<file path="config.mk">
export PLATFORM = sky130hd
export DESIGN_NAME = sfr_arb
export DESIGN_NICKNAME = d
export VERILOG_FILES = /design/src/rtl/sfr_arb_pkg.sv /design/src/rtl/rr_arb2.sv /design/src/rtl/sfr_arb.sv
export SDC_FILE = /design/constraint.sdc
export NUM_CORES = 1
export LEC_CHECK = 0
export CORE_ASPECT_RATIO = 0.8
export CORE_MARGIN = 3
export CORE_UTILIZATION = 44
export DETAILED_ROUTE_END_ITERATION = 16
export MAX_ROUTING_LAYER = met4
export PLACE_DENSITY = 0.93
export SETUP_SLACK_MARGIN = 0.2
export SLEW_MARGIN = 25
export SYNTH_ARGS = -nofsm -noshare
export SYNTH_HDL_FRONTEND = slang
export SYNTH_SLANG_ARGS = --single-unit
</file>
<file path="constraint.sdc">
create_clock -name clk -period 2.5 [get_ports clk]
set_input_delay 0.5 -clock clk [delete_from_list [all_inputs] [get_ports clk]]
set_output_delay 0.5 -clock clk [all_outputs]
set_load 0.05 [all_outputs]
</file>
<file path="src/rtl/sfr_arb_pkg.sv">
// Shared types and constants for the SFR bus arbiter slice.
package sfr_arb_pkg;

  typedef enum logic [1:0] {
    IDLE   = 2'd0,
    ACCESS = 2'd1,
    ACK    = 2'd2
  } state_t;

  localparam logic M0 = 1'b0;
  localparam logic M1 = 1'b1;

endpackage

</file>
<file path="src/rtl/rr_arb2.sv">
// Combinational two-way round-robin picker; masked requesters never win.
module rr_arb2
  import sfr_arb_pkg::*;
(
  input  logic [1:0] req,
  input  logic       last,
  input  logic [1:0] mask,
  output logic       gnt_valid,
  output logic       gnt_idx
);

  logic [1:0] w_req;

  always_comb begin
    w_req     = req & ~mask;
    gnt_valid = |w_req;
    gnt_idx   = M0;
    unique case (w_req)
      2'b01:   gnt_idx = M0;
      2'b10:   gnt_idx = M1;
      2'b11:   gnt_idx = ~last;
      default: gnt_idx = M0;
    endcase
  end

endmodule

</file>
<file path="src/rtl/sfr_arb.sv">
// Two-master SFR bus arbiter/sequencer: one access at a time, round-robin
// grants, fully registered bus outputs and a one-cycle ack with read data.
module sfr_arb
  import sfr_arb_pkg::*;
#(
  parameter int AW = 8,
  parameter int DW = 16
) (
  input  logic          clk,
  input  logic          nreset,
  input  logic          m0_req,
  input  logic [AW-1:0] m0_addr,
  input  logic          m0_r,
  input  logic [1:0]    m0_w,
  input  logic [DW-1:0] m0_wdata,
  output logic          m0_ack,
  output logic [DW-1:0] m0_rdata,
  input  logic          m1_req,
  input  logic [AW-1:0] m1_addr,
  input  logic          m1_r,
  input  logic [1:0]    m1_w,
  input  logic [DW-1:0] m1_wdata,
  output logic          m1_ack,
  output logic [DW-1:0] m1_rdata,
  output logic          sfr_sel,
  output logic [AW-1:0] sfr_addr,
  output logic          sfr_r,
  output logic [1:0]    sfr_w,
  output logic [DW-1:0] sfr_dwrite,
  input  logic [DW-1:0] sfr_rdata
);

  state_t     r_state, w_next;
  logic       r_last;
  logic       r_cur;
  logic [1:0] w_mask;
  logic       w_gnt_valid;
  logic       w_gnt_idx;
  logic       w_grant;

  // The master acked in ACK must not be re-granted in the same cycle.
  always_comb begin
    w_mask = '0;
    if (r_state == ACK)
      w_mask = (r_last == M1) ? 2'b10 : 2'b01;
  end

  rr_arb2 u_rr_arb2 (
    .req       ({m1_req, m0_req}),
    .last      (r_last),
    .mask      (w_mask),
    .gnt_valid (w_gnt_valid),
    .gnt_idx   (w_gnt_idx)
  );

  always_ff @(posedge clk or negedge nreset) begin
    if (!nreset) r_state <= IDLE;
    else         r_state <= w_next;
  end

  always_comb begin
    w_next  = r_state;
    w_grant = 1'b0;
    unique case (r_state)
      IDLE: begin
        if (w_gnt_valid) begin
          w_grant = 1'b1;
          w_next  = ACCESS;
        end
      end
      ACCESS: w_next = ACK;
      ACK: begin
        if (w_gnt_valid) begin
          w_grant = 1'b1;
          w_next  = ACCESS;
        end else begin
          w_next = IDLE;
        end
      end
      default: w_next = IDLE;
    endcase
  end

  always_ff @(posedge clk or negedge nreset) begin
    if (!nreset) begin
      r_last     <= M1;
      r_cur      <= M0;
      sfr_sel    <= 1'b0;
      sfr_addr   <= '0;
      sfr_r      <= 1'b0;
      sfr_w      <= '0;
      sfr_dwrite <= '0;
      m0_ack     <= 1'b0;
      m1_ack     <= 1'b0;
      m0_rdata   <= '0;
      m1_rdata   <= '0;
    end else begin
      m0_ack <= (r_state == ACCESS) && (r_cur == M0);
      m1_ack <= (r_state == ACCESS) && (r_cur == M1);
      if (w_grant) begin
        r_cur      <= w_gnt_idx;
        sfr_sel    <= 1'b1;
        sfr_addr   <= (w_gnt_idx == M1) ? m1_addr  : m0_addr;
        sfr_r      <= (w_gnt_idx == M1) ? m1_r     : m0_r;
        sfr_w      <= (w_gnt_idx == M1) ? m1_w     : m0_w;
        sfr_dwrite <= (w_gnt_idx == M1) ? m1_wdata : m0_wdata;
      end else if (r_state == ACCESS) begin
        r_last     <= r_cur;
        sfr_sel    <= 1'b0;
        sfr_addr   <= '0;
        sfr_r      <= 1'b0;
        sfr_w      <= '0;
        sfr_dwrite <= '0;
        if (r_cur == M1) m1_rdata <= sfr_rdata;
        else             m0_rdata <= sfr_rdata;
      end
    end
  end

endmodule

</file>
==> results.txt <==
- Outcome: completed
- When the netlist entered floorplanning its net count stood at 258.
- STA classifies the critical path endpoint as an output pin.
- Startpoint type of the worst setup path: flip-flop
- Area of the placeable core: 6070 um2
* Footprint of the multi-input gates: 1040 um2
- Yosys reg bits: 66
- Fill cell total of the finished layout: 433
- At the worst endpoint, the required time is 2.00 ns.
- Clk sink count: 66
- Of the available clock period, the critical path in the final layout requires 81.5%.
- Row count: 25
- After synthesis, flip-flops and latches occupy 58.6% of the total area.
- Combinational fraction of design power: 58.9%
- Height of the die: 77.6 um
* Number of antenna cells inserted: 0
* Die W: 95.5 um
- Cts repair resizes: 0
- Detailed-route wire length per cell: 17.7 um
* RSZ-0062 raised after global routing: false
- The first global-routing pass estimated 11400 um of wire.
- The H-tree was split into 3 levels.
- Yosys warning total: 0
- Static timing analysis puts the maximum clock frequency at 491 MHz.
- I/O Pins: 136
- Clock latency on the worst-skew pair: 0.33 ns
- In this run the deepest clock path goes through 2 buffers.
- Setup slack of the most critical reg-to-reg path: 0.62 ns
* Cell family contributing the most delay on the critical path: buffers and inverters
- The library cells used most frequently in the layout, excluding fill and tap cells, are 134 x clkdlybuf4s50_1, 65 x dfrtp_1, 28 x mux2i_1.
- Clk pwr share: 13.7%
- The worst path in the final design needs a cycle of 2.04 ns, including I/O delays and setup.
* Primary FF master, synth: dfrtp_1
- After clock tree synthesis, the flow added hold-fix buffers numbering 0.
- Sum of negative setup slack: 0 ns
* Bufs and invs on worst path: 1
* Sw Share: 47.2%
* NetSw: 0.00336 W
- Remaining antenna violation count: 0
- Buffers inserted during clock tree synthesis total 9.
- Summed over all cells, the static leakage comes to 1.94 nW.
- In the final design database the tool counted 396 nets.
- Number of flops mapped to enable cells by yosys: 0
- In the routed design, unresolved DRC markers number 0.
- Half-perimeter wire length after placement: 5340 um
- For this design the ratio of total power to cell area is 1610 nW/um2.
- Global routing used 20.6% of the available tracks across all layers.
* Biggest cell delay along the critical path: 0.83 ns
- Vias per cell: 5.04
* Netlist area before placement: 2820 um2
- CTS placed an instance of clkbuf_8 at the clock tree root.
- Registers are responsible for 27.3% of the overall power.
- Final GP Congestion: 0.741
* Cell-internal power: 0.00376 W
* Final setup violation count: 0
- Walking the worst path, the cells encountered are clkdlybuf4s50_1.
- In the final layout, flip-flops and latches occupy 1650 um2.
* Count of maximum capacitance violations: 0
- Port Buffers: 135
- Peak ir drop on the vdd network: 1.03 mV
- Total power after layout: 0.00712 W
* TritonCTS clock tree: done
- Synthesized area divided by synthesized cell count: 15.3 um2
* Maximum fanout encountered on the critical timing path: 2
- The die covers 7420 um2.
- After synthesis, the share of flip-flops with an asynchronous set or reset is 100%.
- Clock-pin slew was measured on the worst setup and hold paths at 0.07 ns.
- The post-route netlist has 18.0% of its cells at a drive strength greater than 1.
* Via count of the first global-routing pass: 2273
* CP Class: reg -> out
- The first routing iteration left 52 violations.
- Synthesis handed over a netlist of 184 instances.
- The final route contains 2056 vias.
* Layout Area Growth over Synthesis: 56.9%
- Worst EP arrival: 1.54 ns
- The first TritonRoute pass finished after 4 iterations.
* Number of endpoints with negative hold slack in the final report: 0
- For this block, the routed nets add up to 7210 um of wire.
* Measured slew at the worst slew-check pin: 0.767 ns
- Summed over all layers, the global routing overflow is 0.
* Effective utilization at floorplan: 46.5%
- Across the routed clock network, the largest skew measured is 0.00675 ns.
- The initial antenna violation count is 0.
- Entering global routing, the biggest net connects 44 pins.
- In this run, distinct cell masters in the synthesized netlist total 25.
- Worst relative slew slack: 48.7%
* Library cell contributing the largest single delay on the critical path: clkdlybuf4s50_1
- Setup Fix Bufs, Post-CTS: 0
- The worst hold path belongs to the class in -> async.
- Commonest non-fill, non-tap cell in the layout: clkdlybuf4s50_1
* Max Transition Viols Final: 0
metal layers:
metal	share of wire (%)	wire, um	global-route usage (%)	vias up
met2	50	3640	34.5	83
met4	0.87	63	4.97	0
met1	41	2970	25.2	1017
met5	0	0	-	-
li1	-	-	-	950
met3	7.4	535	4.94	6
Yosys cell counts (all sizes together) (2+ instances only):
master   number  share of area (%)
buf          11                4.5
dfrtp        65                 58
inv           4               0.53
mux2         32                 14
mux2i        28                9.9
nand2         3               0.49
nor2          2               0.27
nor2b         2               0.71
o21ai         3               0.67
o2bb2ai      27                8.8
logic make-up (layout without fill, tap and decap cells):
group,after synthesis,count (layout),synth area share (%)
AOI/OAI and AO/OA,34,34,10.7
buffers and inverters,15,158,5.01
DFF,66,66,58.6
muxes,60,60,23.8
and+or+nand+nor,9,9,1.91
path summary, 6_finish.rpt:
| path | start | endpoint | cells past startpoint |
|---|---|---|---|
| max | sfr_dwrite[3] | sfr_dwrite[3] | 1 |
| min | nreset | m0_rdata[12] | 1 |
| max reg2reg | r_last | sfr_dwrite[11] | 5 |
| min reg2reg | sfr_dwrite[15] | sfr_dwrite[15] | 1 |
| max in group asynchronous | nreset | r_last | 2 |
| min in group clk | sfr_dwrite[15] | sfr_dwrite[15] | 1 |
state kept, by name, indices dropped and copies added (netlist names), 2 cells and up:
name        count
m0_rdata       16
sfr_dwrite     16
m1_rdata       16
sfr_w           2
r_state         2
sfr_addr        8
power groups by stage:
stage / Sequential, W / Clock (W) / Combinational (W)
finish: 0.00195 / 0.000978 / 0.00420
global route: 0.00201 / 0.00105 / 0.00437
CTS: 0.00194 / 0.00101 / 0.00424
detailed placement: 0.00194 / 0 / 0.00424
global placement: 0.00192 / 0 / 0.00414
floorplan: 0.00371 / 0 / 0.00110
stage by stage:
| stage | area, um2 | utilization (%) | setup WS [ns] | hold WS [ns] | instances |
|---|---|---|---|---|---|
| 4_1_cts | 4430 | 72.9 | 0.440 | 0.170 | 408 |
| 3_5_place_dp | 4210 | 69.3 | 0.315 | 0.473 | 392 |
| 3_3_place_gp | 4200 | 69.2 | 0.226 | 0.470 | 392 |
| 2_1_floorplan | 2820 | - | 1.06 | 0.204 | 184 |
| 5_1_grt | 4430 | 72.9 | 0.397 | 0.177 | 408 |
| 6_report | 4430 | 72.9 | 0.462 | 0.168 | 408 |
area by class of cell:
type,count,share of cell area (%)
Tap cell,81,2.29
Multi-Input combinational cell,103,23.6
Clock inverter,5,1.75
Clock buffer,11,3.19
Sequential cell,66,37.3
Inverter,4,0.339
Timing Repair Buffer,138,31.5
(Power assumes the default switching activity.)
